`src/rtl/cb_residual_mapper_pkg.sv`:
```
// Shared definitions for the codebook residual mapper: FSM encoding, codebook
// limit table and the escape residual pattern.
package cb_residual_mapper_pkg;

  localparam int NUM_CB_DEF = 12;
  localparam int LIMIT_W    = 4;
  localparam logic [31:0] ESC_RESIDUAL = '1;

  typedef enum logic [1:0] {
    ST_IDLE   = 2'd0,
    ST_ACTIVE = 2'd1,
    ST_DRAIN  = 2'd2
  } state_e;

  // Largest delta representable in-range for each codebook; unknown indices map to 0.
  function automatic logic [LIMIT_W-1:0] cb_limit(input int unsigned idx);
    case (idx)
      0:             return 4'd12;
      1:             return 4'd10;
      2:             return 4'd8;
      3, 4:          return 4'd6;
      5, 6, 7:       return 4'd4;
      8, 9, 10, 11:  return 4'd2;
      default:       return 4'd0;
    endcase
  endfunction

endpackage

```
`src/rtl/idx_hist_delay.sv`:
```
// Enable-gated shift register: q_o is the value shifted in DEPTH enables ago.
module idx_hist_delay #(
  parameter int WIDTH = 4,
  parameter int DEPTH = 2
) (
  input  logic             clk_i,
  input  logic             rst_i,
  input  logic             en_i,
  input  logic [WIDTH-1:0] d_i,
  output logic [WIDTH-1:0] q_o
);

  logic [WIDTH-1:0] sr_q [DEPTH];

  always_ff @(posedge clk_i or posedge rst_i) begin
    if (rst_i) begin
      for (int i = 0; i < DEPTH; i++) sr_q[i] <= '0;
    end else if (en_i) begin
      sr_q[0] <= d_i;
      for (int i = 1; i < DEPTH; i++) sr_q[i] <= sr_q[i-1];
    end
  end

  assign q_o = sr_q[DEPTH-1];

endmodule

```
`src/rtl/cb_residual_mapper.sv`:
```
// Maps prediction deltas onto a per-codeword codebook: residual or escape,
// with one registered output stage and an index history tap.
module cb_residual_mapper
  import cb_residual_mapper_pkg::*;
#(
  parameter int DELTA_W    = 17,
  parameter int IDX_W      = 4,
  parameter int NUM_CB     = NUM_CB_DEF,
  parameter int RES_W      = 4,
  parameter int HIST_DEPTH = 2
) (
  input  logic               clk_i,
  input  logic               rst_i,
  input  logic               s_valid_i,
  output logic               s_ready_o,
  input  logic [IDX_W-1:0]   s_index_i,
  input  logic [DELTA_W-1:0] s_delta_i,
  input  logic               s_last_i,
  input  logic               cw_done_i,
  output logic               m_valid_o,
  input  logic               m_ready_i,
  output logic [IDX_W-1:0]   m_index_o,
  output logic [RES_W-1:0]   m_residual_o,
  output logic               m_escape_o,
  output logic               m_bypass_o,
  output logic [DELTA_W-1:0] m_delta_o,
  output logic [RES_W-1:0]   m_delta_max_o,
  output logic               m_last_o,
  output logic [IDX_W-1:0]   idx_hist_o,
  output logic               busy_o
);

  localparam logic [IDX_W:0] NUM_CB_L = NUM_CB[IDX_W:0];

  function automatic logic over_limit(input logic [DELTA_W-1:0] d,
                                      input logic [LIMIT_W-1:0] lim);
    return d > DELTA_W'(lim);
  endfunction

  function automatic logic [RES_W-1:0] map_residual(input logic [DELTA_W-1:0] d,
                                                    input logic [LIMIT_W-1:0] lim);
    return over_limit(d, lim) ? ESC_RESIDUAL[RES_W-1:0] : d[RES_W-1:0];
  endfunction

  state_e             state_q, state_d;
  logic [IDX_W-1:0]   cur_idx_q;
  logic               accept;
  logic               bypass_p0;
  logic [IDX_W-1:0]   idx_p0;
  logic [IDX_W-1:0]   hist_d_p0;
  logic [LIMIT_W-1:0] lim_p0;

  logic               vld_p1;
  logic [IDX_W-1:0]   idx_p1;
  logic [RES_W-1:0]   res_p1;
  logic               esc_p1;
  logic               byp_p1;
  logic [DELTA_W-1:0] delta_p1;
  logic [RES_W-1:0]   dmax_p1;
  logic               last_p1;

  // Stage p0: handshake and codebook selection
  assign s_ready_o = (!vld_p1 || m_ready_i) && (state_q != ST_DRAIN);
  assign accept    = s_valid_i && s_ready_o;
  assign bypass_p0 = (state_q == ST_IDLE) && ({1'b0, s_index_i} >= NUM_CB_L);
  assign idx_p0    = (state_q == ST_ACTIVE) ? cur_idx_q : s_index_i;
  assign lim_p0    = bypass_p0 ? '0 : cb_limit(32'(idx_p0));
  assign hist_d_p0 = bypass_p0 ? '1 : idx_p0;

  always_ff @(posedge clk_i or posedge rst_i) begin
    if (rst_i) begin
      state_q   <= ST_IDLE;
      cur_idx_q <= '1;
    end else begin
      state_q <= state_d;
      if (accept && state_q == ST_IDLE && !bypass_p0) cur_idx_q <= s_index_i;
    end
  end

  always_comb begin
    state_d = state_q;
    case (state_q)
      ST_IDLE: begin
        if (accept && s_last_i)        state_d = ST_DRAIN;
        else if (accept && !bypass_p0) state_d = ST_ACTIVE;
      end
      ST_ACTIVE: begin
        if (accept && s_last_i) state_d = ST_DRAIN;
        else if (cw_done_i)     state_d = ST_IDLE;
      end
      ST_DRAIN: begin
        if (!vld_p1 || m_ready_i) state_d = ST_IDLE;
      end
      default: state_d = ST_IDLE;
    endcase
  end

  // Stage p1: output register, held while the consumer stalls
  always_ff @(posedge clk_i or posedge rst_i) begin
    if (rst_i) begin
      vld_p1   <= 1'b0;
      idx_p1   <= '0;
      res_p1   <= '0;
      esc_p1   <= 1'b0;
      byp_p1   <= 1'b0;
      delta_p1 <= '0;
      dmax_p1  <= '0;
      last_p1  <= 1'b0;
    end else if (accept) begin
      vld_p1   <= 1'b1;
      idx_p1   <= idx_p0;
      res_p1   <= bypass_p0 ? '0 : map_residual(s_delta_i, lim_p0);
      esc_p1   <= !bypass_p0 && over_limit(s_delta_i, lim_p0);
      byp_p1   <= bypass_p0;
      delta_p1 <= s_delta_i;
      dmax_p1  <= RES_W'(lim_p0);
      last_p1  <= s_last_i;
    end else if (m_ready_i) begin
      vld_p1   <= 1'b0;
    end
  end

  idx_hist_delay #(
    .WIDTH (IDX_W),
    .DEPTH (HIST_DEPTH)
  ) u_idx_hist (
    .clk_i (clk_i),
    .rst_i (rst_i),
    .en_i  (accept),
    .d_i   (hist_d_p0),
    .q_o   (idx_hist_o)
  );

  assign m_valid_o     = vld_p1;
  assign m_index_o     = idx_p1;
  assign m_residual_o  = res_p1;
  assign m_escape_o    = esc_p1;
  assign m_bypass_o    = byp_p1;
  assign m_delta_o     = delta_p1;
  assign m_delta_max_o = dmax_p1;
  assign m_last_o      = last_p1;
  assign busy_o        = (state_q != ST_IDLE);

endmodule

```
`config.mk`:
```
export PLATFORM = sky130hd
export DESIGN_NAME = cb_residual_mapper
export DESIGN_NICKNAME = d
export VERILOG_FILES = /design/src/rtl/cb_residual_mapper_pkg.sv /design/src/rtl/idx_hist_delay.sv /design/src/rtl/cb_residual_mapper.sv
export SDC_FILE = /design/constraint.sdc
export NUM_CORES = 1
export LEC_CHECK = 0
export CORE_UTILIZATION = 40
export CTS_CLUSTER_DIAMETER = 60
export DETAILED_ROUTE_END_ITERATION = 12
export PLACE_DENSITY = 0.7
export SYNTH_ARGS = -nofsm -noshare
export SYNTH_HDL_FRONTEND = slang
export SYNTH_SLANG_ARGS = --single-unit
export TNS_END_PERCENT = 30
```
`constraint.sdc`:
```
create_clock -name clk_i -period 2.7 [get_ports clk_i]
set_input_delay 0.81 -clock clk_i [delete_from_list [all_inputs] [get_ports clk_i]]
set_output_delay 0.81 -clock clk_i [all_outputs]
set_load 0.03 [all_outputs]
```
==> impl_metrics.yaml, run 1 <==
run_status:
  result_of_the_run: "complete, no violations"
final_layout:
  layout.nets: 320
  antennaDiodeCount: 0
  post_synthesis_to_final_layout_area_growth_pct: 46.5
  n_fill_cell: 442
  layoutNonFillerInstCount: 360
  layout-drive-gt1-share_pct: 17.2
route:
  wl_met1_um: 2210
  route.met2.wl_um: 2270
  route.met3.wl_um: 257
  number_of_iterations_in_the_first_detailed_routing_pass: 4
  vias: 1773
  top_layer_used: "met4"
  dr.first_iter.drc_count: 157
  routed_wire_length_per_instance_um: 13.4
  drt_drc_violations_left: 0
  postRouteWirelength_um: 4830
  routed_via_density: 4.93
  drtAntennaViolNets: 0
placed_design:
  gp_congestion: 0.863
  input_output_buffers: 64
  detailed_place_hpwl_um: 3530
  placement.setup.worst_slack_ps: -432
  dp_cells: 351
flow_run:
  maxCapViolCount: 0
synth:
  synth_cell_type_count: 41
  seq_cells_post_synth: 46
  synth-seq-area-share_pct: 54.8
  syn_area_um2: 2110
  synthesis.nets: 248
  synth_cells: 217
  synth_area_per_cell_um2: 9.72
  yosysWarningCount: 0
floorplanning:
  die_height_um: 74.6
  die-width_um: 74.6
  die-area_um2: 5570
  std_cell_rows: 26
  ios: 66
  core_area_um2: 5110
  initial_core_util_pct: 41.3
global_route:
  grt_start_max_net_pins: 36
  number_of_antenna_violations_at_the_first_check_in_global_routing: 0
  grt_first_pass_wirelength_um: 7660
  grtUsageTotal_pct: 18.6
  grt.overflow.total: 0
  number_of_global_route_vias_before_repair: 1623
sta:
  report.final.setup_viol: 0
  final_min_period_ps: 2620
  fmaxAchievable_ghz: 0.381
  fin_worst_skew_ps: 6.04
  finalCritPeriodShare_pct: 97.2
  final_ws_setup_ps: 76.5
  maxSlewHeadroom_pct: 63.6
  slew_viol_final: 0
  tightestPinTransition_ps: 541
  worst_hold_slack_ps: 477
  finalHoldViolations: 0
worst_setup_path:
  worst-path-buf-inv: 2
  critPathMaxFanout: 4
  critPathMaxStageDelay_ps: 490
  crit_path_cell_trace: "clkdlybuf4s50_1 -> or4b_1 -> o211ai_1 -> o31a_2 -> ha_1 -> nand2_2 -> a2bb2oi_2 -> nor3_2 -> buf_4 -> a21oi_1"
  gate_family_responsible_for_the_most_delay_along_the_worst_path: "buffers and inverters"
  critPathCaptureType: "flop"
  worstPathRequired_ps: 2930
  arrival_ps: 2850
  critPathKind: "in2reg"
  start_kind: "input port"
  critical-path-slowest-cell: "sky130_fd_sc_hd__clkdlybuf4s50_1"
cts:
  clkLatencyLatePin_ps: 300
  cts.sink_count: 46
  clkSlewWorstSetupHoldPaths_ps: 90
  cts_inserted_buffers: 5
  h_tree_depth: 2
  clock_tree.buffer_depth: 2
  hold_buffers: 0
  clock_tree_from_tritoncts: "built"
  buffer_cell_driving_the_clock_tree_root: "sky130_fd_sc_hd__clkbuf_8"
power:
  total_leakage_power_nw: 1.40
  worst_ir_drop_vdd_uv: 504
  pwr_density_cell_nw_per_um2: 818
min_path:
  timing.hold.worst.class: "reg2reg"
## what timing repair did
| item | 4_1_cts | 5_1_grt |
|---|---|---|
| gates resized for setup | 4 | 11 |
| pin swaps | 3 | 8 |
| endpoints found under the setup margin | 3 | 5 |
| setup buffers | 0 | 1 |
## path summary, 6_finish.rpt
| kind | cells after the start | to | start | slack, ps |
|---|---|---|---|---|
| worst max-delay path | 10 | m_residual_o[2] | s_index_i[2] | 80 |
| worst min-delay path | 2 | m_delta_o[15] | m_delta_o[15] | 480 |
| worst max register to register | 10 | m_escape_o | state_q[1] | 180 |
| worst min register to register | 2 | m_delta_o[15] | m_delta_o[15] | 480 |
| max in group asynchronous | 3 | cur_idx_q[3] | rst_i | 1280 |
| min in group asynchronous | 2 | m_delta_o[0] | rst_i | 840 |
## worst reg2reg max path, stage by stage (launching register included)
cell and delay, ps:
sky130_fd_sc_hd__dfrtp_1 450, sky130_fd_sc_hd__nand2b_1 240, sky130_fd_sc_hd__mux2_4 330, sky130_fd_sc_hd__ha_1 180, sky130_fd_sc_hd__nand3b_1 220, sky130_fd_sc_hd__ha_4 320, sky130_fd_sc_hd__nand2b_1 120, sky130_fd_sc_hd__nand3_2 120
sky130_fd_sc_hd__nor3_2 220, sky130_fd_sc_hd__buf_4 150, sky130_fd_sc_hd__o21ai_1 60
## report_power, final
| group | leakage, nW | switching, W | internal (W) | total (W) |
|---|---|---|---|---|
| Sequential | 0.540 | 0.000104 | 0.000868 | 0.000972 |
| Combinational | 0.790 | 0.000526 | 0.000426 | 0.000951 |
| Clock | 0.0683 | 0.000233 | 0.000371 | 0.000604 |
| Total | 1.40 | 0.000862 | 0.00166 | 0.00253 |
## cell type report
type                            count  area, um2  area share (%)
Clock buffer                        5       68.8            2.23
Clock inverter                      3       68.8            2.23
Inverter                            6       22.5           0.729
Multi-Input combinational cell    152        912            29.5
Sequential cell                    46       1160            37.4
Tap cell                           70       87.6            2.84
Timing Repair Buffer               78        773            25.0
## cells in the final DEF, fill, tap and decap left out, types with 4 or more instances in the layout
master,n
sky130_fd_sc_hd__nand2_1,75
sky130_fd_sc_hd__clkdlybuf4s50_1,61
sky130_fd_sc_hd__dfrtp_1,42
sky130_fd_sc_hd__buf_4,13
sky130_fd_sc_hd__nor2_1,8
sky130_fd_sc_hd__o21ai_0,7
sky130_fd_sc_hd__o21a_1,6
sky130_fd_sc_hd__inv_1,5
sky130_fd_sc_hd__mux2_2,5
sky130_fd_sc_hd__clkbuf_8,5
sky130_fd_sc_hd__dfstp_2,4
## logic make-up after synthesis
family	count (synthesis)	share of synthesized area, %
fa+ha+maj	4	2.37
buf+inv	19	5.04
other cells	1	0.178
compound gates	29	9.32
flops	46	54.8
simple gates	109	23.2
mux	9	5.04
## Yosys cell counts
master,n,area share [%]
sky130_fd_sc_hd__nand2_1,77,14
sky130_fd_sc_hd__dfrtp_1,42,50
sky130_fd_sc_hd__o21ai_0,9,2.1
sky130_fd_sc_hd__nor2_1,8,1.4
sky130_fd_sc_hd__buf_4,6,2.1
sky130_fd_sc_hd__inv_1,6,1.1
sky130_fd_sc_hd__o21a_1,6,2.1
sky130_fd_sc_hd__mux2_2,5,2.7
sky130_fd_sc_hd__buf_2,4,0.95
sky130_fd_sc_hd__dfstp_2,4,5.0
sky130_fd_sc_hd__ha_1,4,2.4
sky130_fd_sc_hd__a21oi_1,3,0.71
sky130_fd_sc_hd__nand2b_1,3,0.89
sky130_fd_sc_hd__nor3_1,3,0.71
sky130_fd_sc_hd__a2111oi_0,2,0.83
sky130_fd_sc_hd__a31oi_1,2,0.59
sky130_fd_sc_hd__clkbuf_1,2,0.36
sky130_fd_sc_hd__mux2_4,2,1.4
sky130_fd_sc_hd__mux2i_1,2,0.95
sky130_fd_sc_hd__nand3_1,2,0.47
sky130_fd_sc_hd__nand3b_1,2,0.71
sky130_fd_sc_hd__nor4_1,2,0.59
sky130_fd_sc_hd__o22a_1,2,0.83
sky130_fd_sc_hd__or2_1,2,0.59
sky130_fd_sc_hd__a2bb2oi_1,1,0.42
sky130_fd_sc_hd__a31o_2,1,0.42
sky130_fd_sc_hd__and2_1,1,0.30
sky130_fd_sc_hd__and2b_2,1,0.42
sky130_fd_sc_hd__and4bb_2,1,0.59
sky130_fd_sc_hd__buf_6,1,0.53
sky130_fd_sc_hd__conb_1,1,0.18
sky130_fd_sc_hd__nand3_2,1,0.47
sky130_fd_sc_hd__nand4_1,1,0.30
sky130_fd_sc_hd__nor2b_1,1,0.30
sky130_fd_sc_hd__nor3_2,1,0.47
sky130_fd_sc_hd__nor4b_1,1,0.42
sky130_fd_sc_hd__o211ai_1,1,0.36
sky130_fd_sc_hd__o31a_2,1,0.47
sky130_fd_sc_hd__o32ai_1,1,0.42
sky130_fd_sc_hd__or2b_1,1,0.36
sky130_fd_sc_hd__or4b_1,1,0.47
## sequential cells by signal, summed over array words and instances (netlist names), 2 cells and up
register and cells:
m_delta_o 17, u_idx_hist.q_o 4, u_idx_hist.sr_q 4, state_q 2, m_residual_o 4, cur_idx_q 4, m_index_o 4, m_delta_max_o 3
## metrics by stage
step	instance area, um2	utilization (%)	total power [W]	setup TNS [ps]
floorplan	2110	-	0.00153	0
global placement	2880	56.4	0.00190	-1370
detailed placement	2880	56.4	0.00191	-1730
CTS	3030	59.3	0.00253	-0.873
global route	3090	60.5	0.00266	-26.6
finish	3090	60.5	0.00253	0
## layer usage
layer  vias up  global-route usage, %
li1        859                      -
met4         0                   9.43
met3         8                   3.93
met2        53                   28.5
met5         -                      0
met1       853                   24.8
No activity file was read; power rests on OpenSTA's default activity.
==> run 2: changes to the inputs <==
--- a/config.mk
+++ b/config.mk
@@ -8,7 +8,7 @@
 export CORE_UTILIZATION = 40
 export CTS_CLUSTER_DIAMETER = 60
 export DETAILED_ROUTE_END_ITERATION = 12
-export PLACE_DENSITY = 0.7
+export PLACE_DENSITY = 0.73
 export SYNTH_ARGS = -nofsm -noshare
 export SYNTH_HDL_FRONTEND = slang
 export SYNTH_SLANG_ARGS = --single-unit
==> constraint.sdc (replaced) <==
create_clock -name clk_i -period 2.1 [get_ports clk_i]
set_input_delay 0.63 -clock clk_i [delete_from_list [all_inputs] [get_ports clk_i]]
set_output_delay 0.63 -clock clk_i [all_outputs]
set_load 0.03 [all_outputs]
==> run 2 against run 1 <==
  * Non-clock buffer count is 21 higher
  * Sequential share of layout area down 2.2 points
  * Global-route usage is 1.7 points higher
  * Worst setup slack worse by 320 ps
  * First-iteration DRC count down 30%
  * The run now ends with negative setup slack left
  * Total power rose by 26%
  * Sequential power rose by 28%
  * Flip-flop and latch count unchanged
  * Combinational power up 45%
  * Hold slack worse by 2.5 ps
  * Critical path depth is the same
  * Routed wire length is 11% higher
==> impl_metrics.yaml, run 2 (synthesized netlist as in run 1, its figures left out) <==
sta:
  fin_worst_skew_ps: 4.70
  fmaxAchievable_ghz: 0.427
  report.final.setup_viol: 6
  final_min_period_ps: 2340
  final_ws_setup_ps: -240
  finalCritPeriodShare_pct: 111
  finalHoldViolations: 0
  rsz0062_at_grt: "yes"
  worst_hold_slack_ps: 474
  slew_viol_final: 0
global_route:
  grtUsageTotal_pct: 20.2
  grt_start_max_net_pins: 21
  grt_first_pass_wirelength_um: 8360
  grt.overflow.total: 0
  number_of_global_route_vias_before_repair: 1817
  number_of_antenna_violations_at_the_first_check_in_global_routing: 0
final_layout:
  layout.nets: 341
  layout-drive-gt1-share_pct: 25.4
  mostFrequentLayoutCells: "73 x sky130_fd_sc_hd__nand2_1, 57 x sky130_fd_sc_hd__clkdlybuf4s50_1, 42 x sky130_fd_sc_hd__dfrtp_1, 28 x sky130_fd_sc_hd__buf_4"
  final-seq-area_um2: 1160
  layout.core_utilization_pct: 64.2
  multi_input_area_um2: 998
  layout.cells.most_common: "sky130_fd_sc_hd__nand2_1"
  largest_register_ffs: 17
  n_fill_cell: 429
  post_synthesis_to_final_layout_area_growth_pct: 55.5
  final_design_area_no_fill_um2: 3280
  antennaDiodeCount: 0
route:
  drtAntennaViolNets: 0
  vias: 1872
  routed_wire_length_per_instance_um: 14.1
  postRouteWirelength_um: 5370
  dr.first_iter.drc_count: 110
  routed_via_density: 4.91
  number_of_iterations_in_the_first_detailed_routing_pass: 6
  drt_drc_violations_left: 0
worst_setup_path:
  cpMostUsedCell: "sky130_fd_sc_hd__ha_4"
  arrival_ps: 2510
  critPathCaptureType: "flop"
  gate_family_responsible_for_the_most_delay_along_the_worst_path: "simple AND/OR/NAND/NOR gates"
  critPathMaxFanout: 4
  critPathKind: "reg2reg"
  crit_path_cell_trace: "nand2b_4 -> mux2_4 -> ha_4 -> nand3b_1 -> ha_4 -> a21oi_4 -> buf_6 -> a2bb2oi_4 -> nor3_4 -> o21ai_1"
  start_kind: "flop"
  worst-path-buf-inv: 1
  critPathMaxStageDelay_ps: 390
  worstPathRequired_ps: 2270
  critical-path-slowest-cell: "sky130_fd_sc_hd__dfrtp_1"
floorplanning:
  std_cell_rows: 26
  core_area_um2: 5110
  die-area_um2: 5570
  ios: 66
  die_height_um: 74.6
  initial_core_util_pct: 41.3
  die-width_um: 74.6
power:
  total_leakage_power_nw: 1.49
  pwr_density_cell_nw_per_um2: 968
  worst_ir_drop_vdd_uv: 682
cts:
  clkSlewWorstSetupHoldPaths_ps: 80
  cts_inserted_buffers: 5
  hold_buffers: 0
  h_tree_depth: 2
  clock_tree_from_tritoncts: "built"
  buffer_cell_driving_the_clock_tree_root: "sky130_fd_sc_hd__clkbuf_8"
  cts.sink_count: 46
  clock_tree.buffer_depth: 2
  clkLatencyLatePin_ps: 290
placed_design:
  gp_congestion: 0.873
  placement.setup.worst_slack_ps: -790
  input_output_buffers: 64
  placedInstanceArea_um2: 2950
  detailed_place_hpwl_um: 3860
run_status:
  result_of_the_run: "finished with violations"
  violations: "negative setup slack"
flow_run:
  maxCapViolCount: 0
min_path:
  timing.hold.worst.class: "reg2reg"
## run 2: final timing paths
check	depth (start not counted)	end	start	slack (ps)
worst max-delay path	10	m_escape_o	state_q[1]	-240
worst min-delay path	2	u_idx_hist.q_o[2]	u_idx_hist.sr_q[6]	470
worst max register to register	10	m_escape_o	state_q[1]	-240
worst min register to register	2	u_idx_hist.q_o[2]	u_idx_hist.sr_q[6]	470
max in group asynchronous	3	m_valid_o	rst_i	970
min in group asynchronous	2	m_delta_max_o[2]	rst_i	640
## run 2: per-stage QoR
step | power [W] | TNS [ps] | cells
2_1_floorplan | 0.00197 | -1110 | 217
3_3_place_gp | 0.00246 | -3590 | 363
5_1_grt | 0.00334 | -1590 | 381
3_5_place_dp | 0.00248 | -3980 | 363
6_report | 0.00318 | -1160 | 381
4_1_cts | 0.00313 | -919 | 379
## run 2: routing by layer
metal,track usage (%),vias to the layer above,wire length (um)
li1,-,906,-
met1,26.0,906,2370
met2,34.7,54,2700
met3,4.07,6,233
met4,5.66,0,57
met5,0,-,0
## run 2: where the power goes
| part | internal, W | switching, W | leakage, nW | total, W |
|---|---|---|---|---|
| sequential | 0.00112 | 0.000128 | 0.540 | 0.00124 |
| clock | 0.000266 | 0.000287 | 0.0482 | 0.000553 |
| combinational | 0.000642 | 0.000736 | 0.901 | 0.00138 |
| total | 0.00202 | 0.00115 | 1.49 | 0.00318 |
## run 2: cell type report
type,instances,share of cell area (%)
well taps,70,2.67
flip-flops and latches,46,35.3
repair buffers,99,28.2
inverters,6,0.687
clock inverters,1,0.153
clock buffers,7,2.63
multi-input cells,152,30.4
## run 2: timing repair
item | CTS | global route
pin swaps | 9 | 11
resized for setup | 31 | 13
gates cloned | 0 | 0
buffers inserted | 8 | 2
hold endpoints to repair | 0 | 0
setup endpoints to repair | 7 | 7
## run 2: worst register-to-register path: cells and delay by family, from the launching register on
family                     cells  cell delay [ps]
DFF                            1              390
and+or+nand+nor                3              610
muxes                          1              320
adders and majority gates      2              440
buffers and inverters          1              130
AOI/OAI and AO/OA              3              320
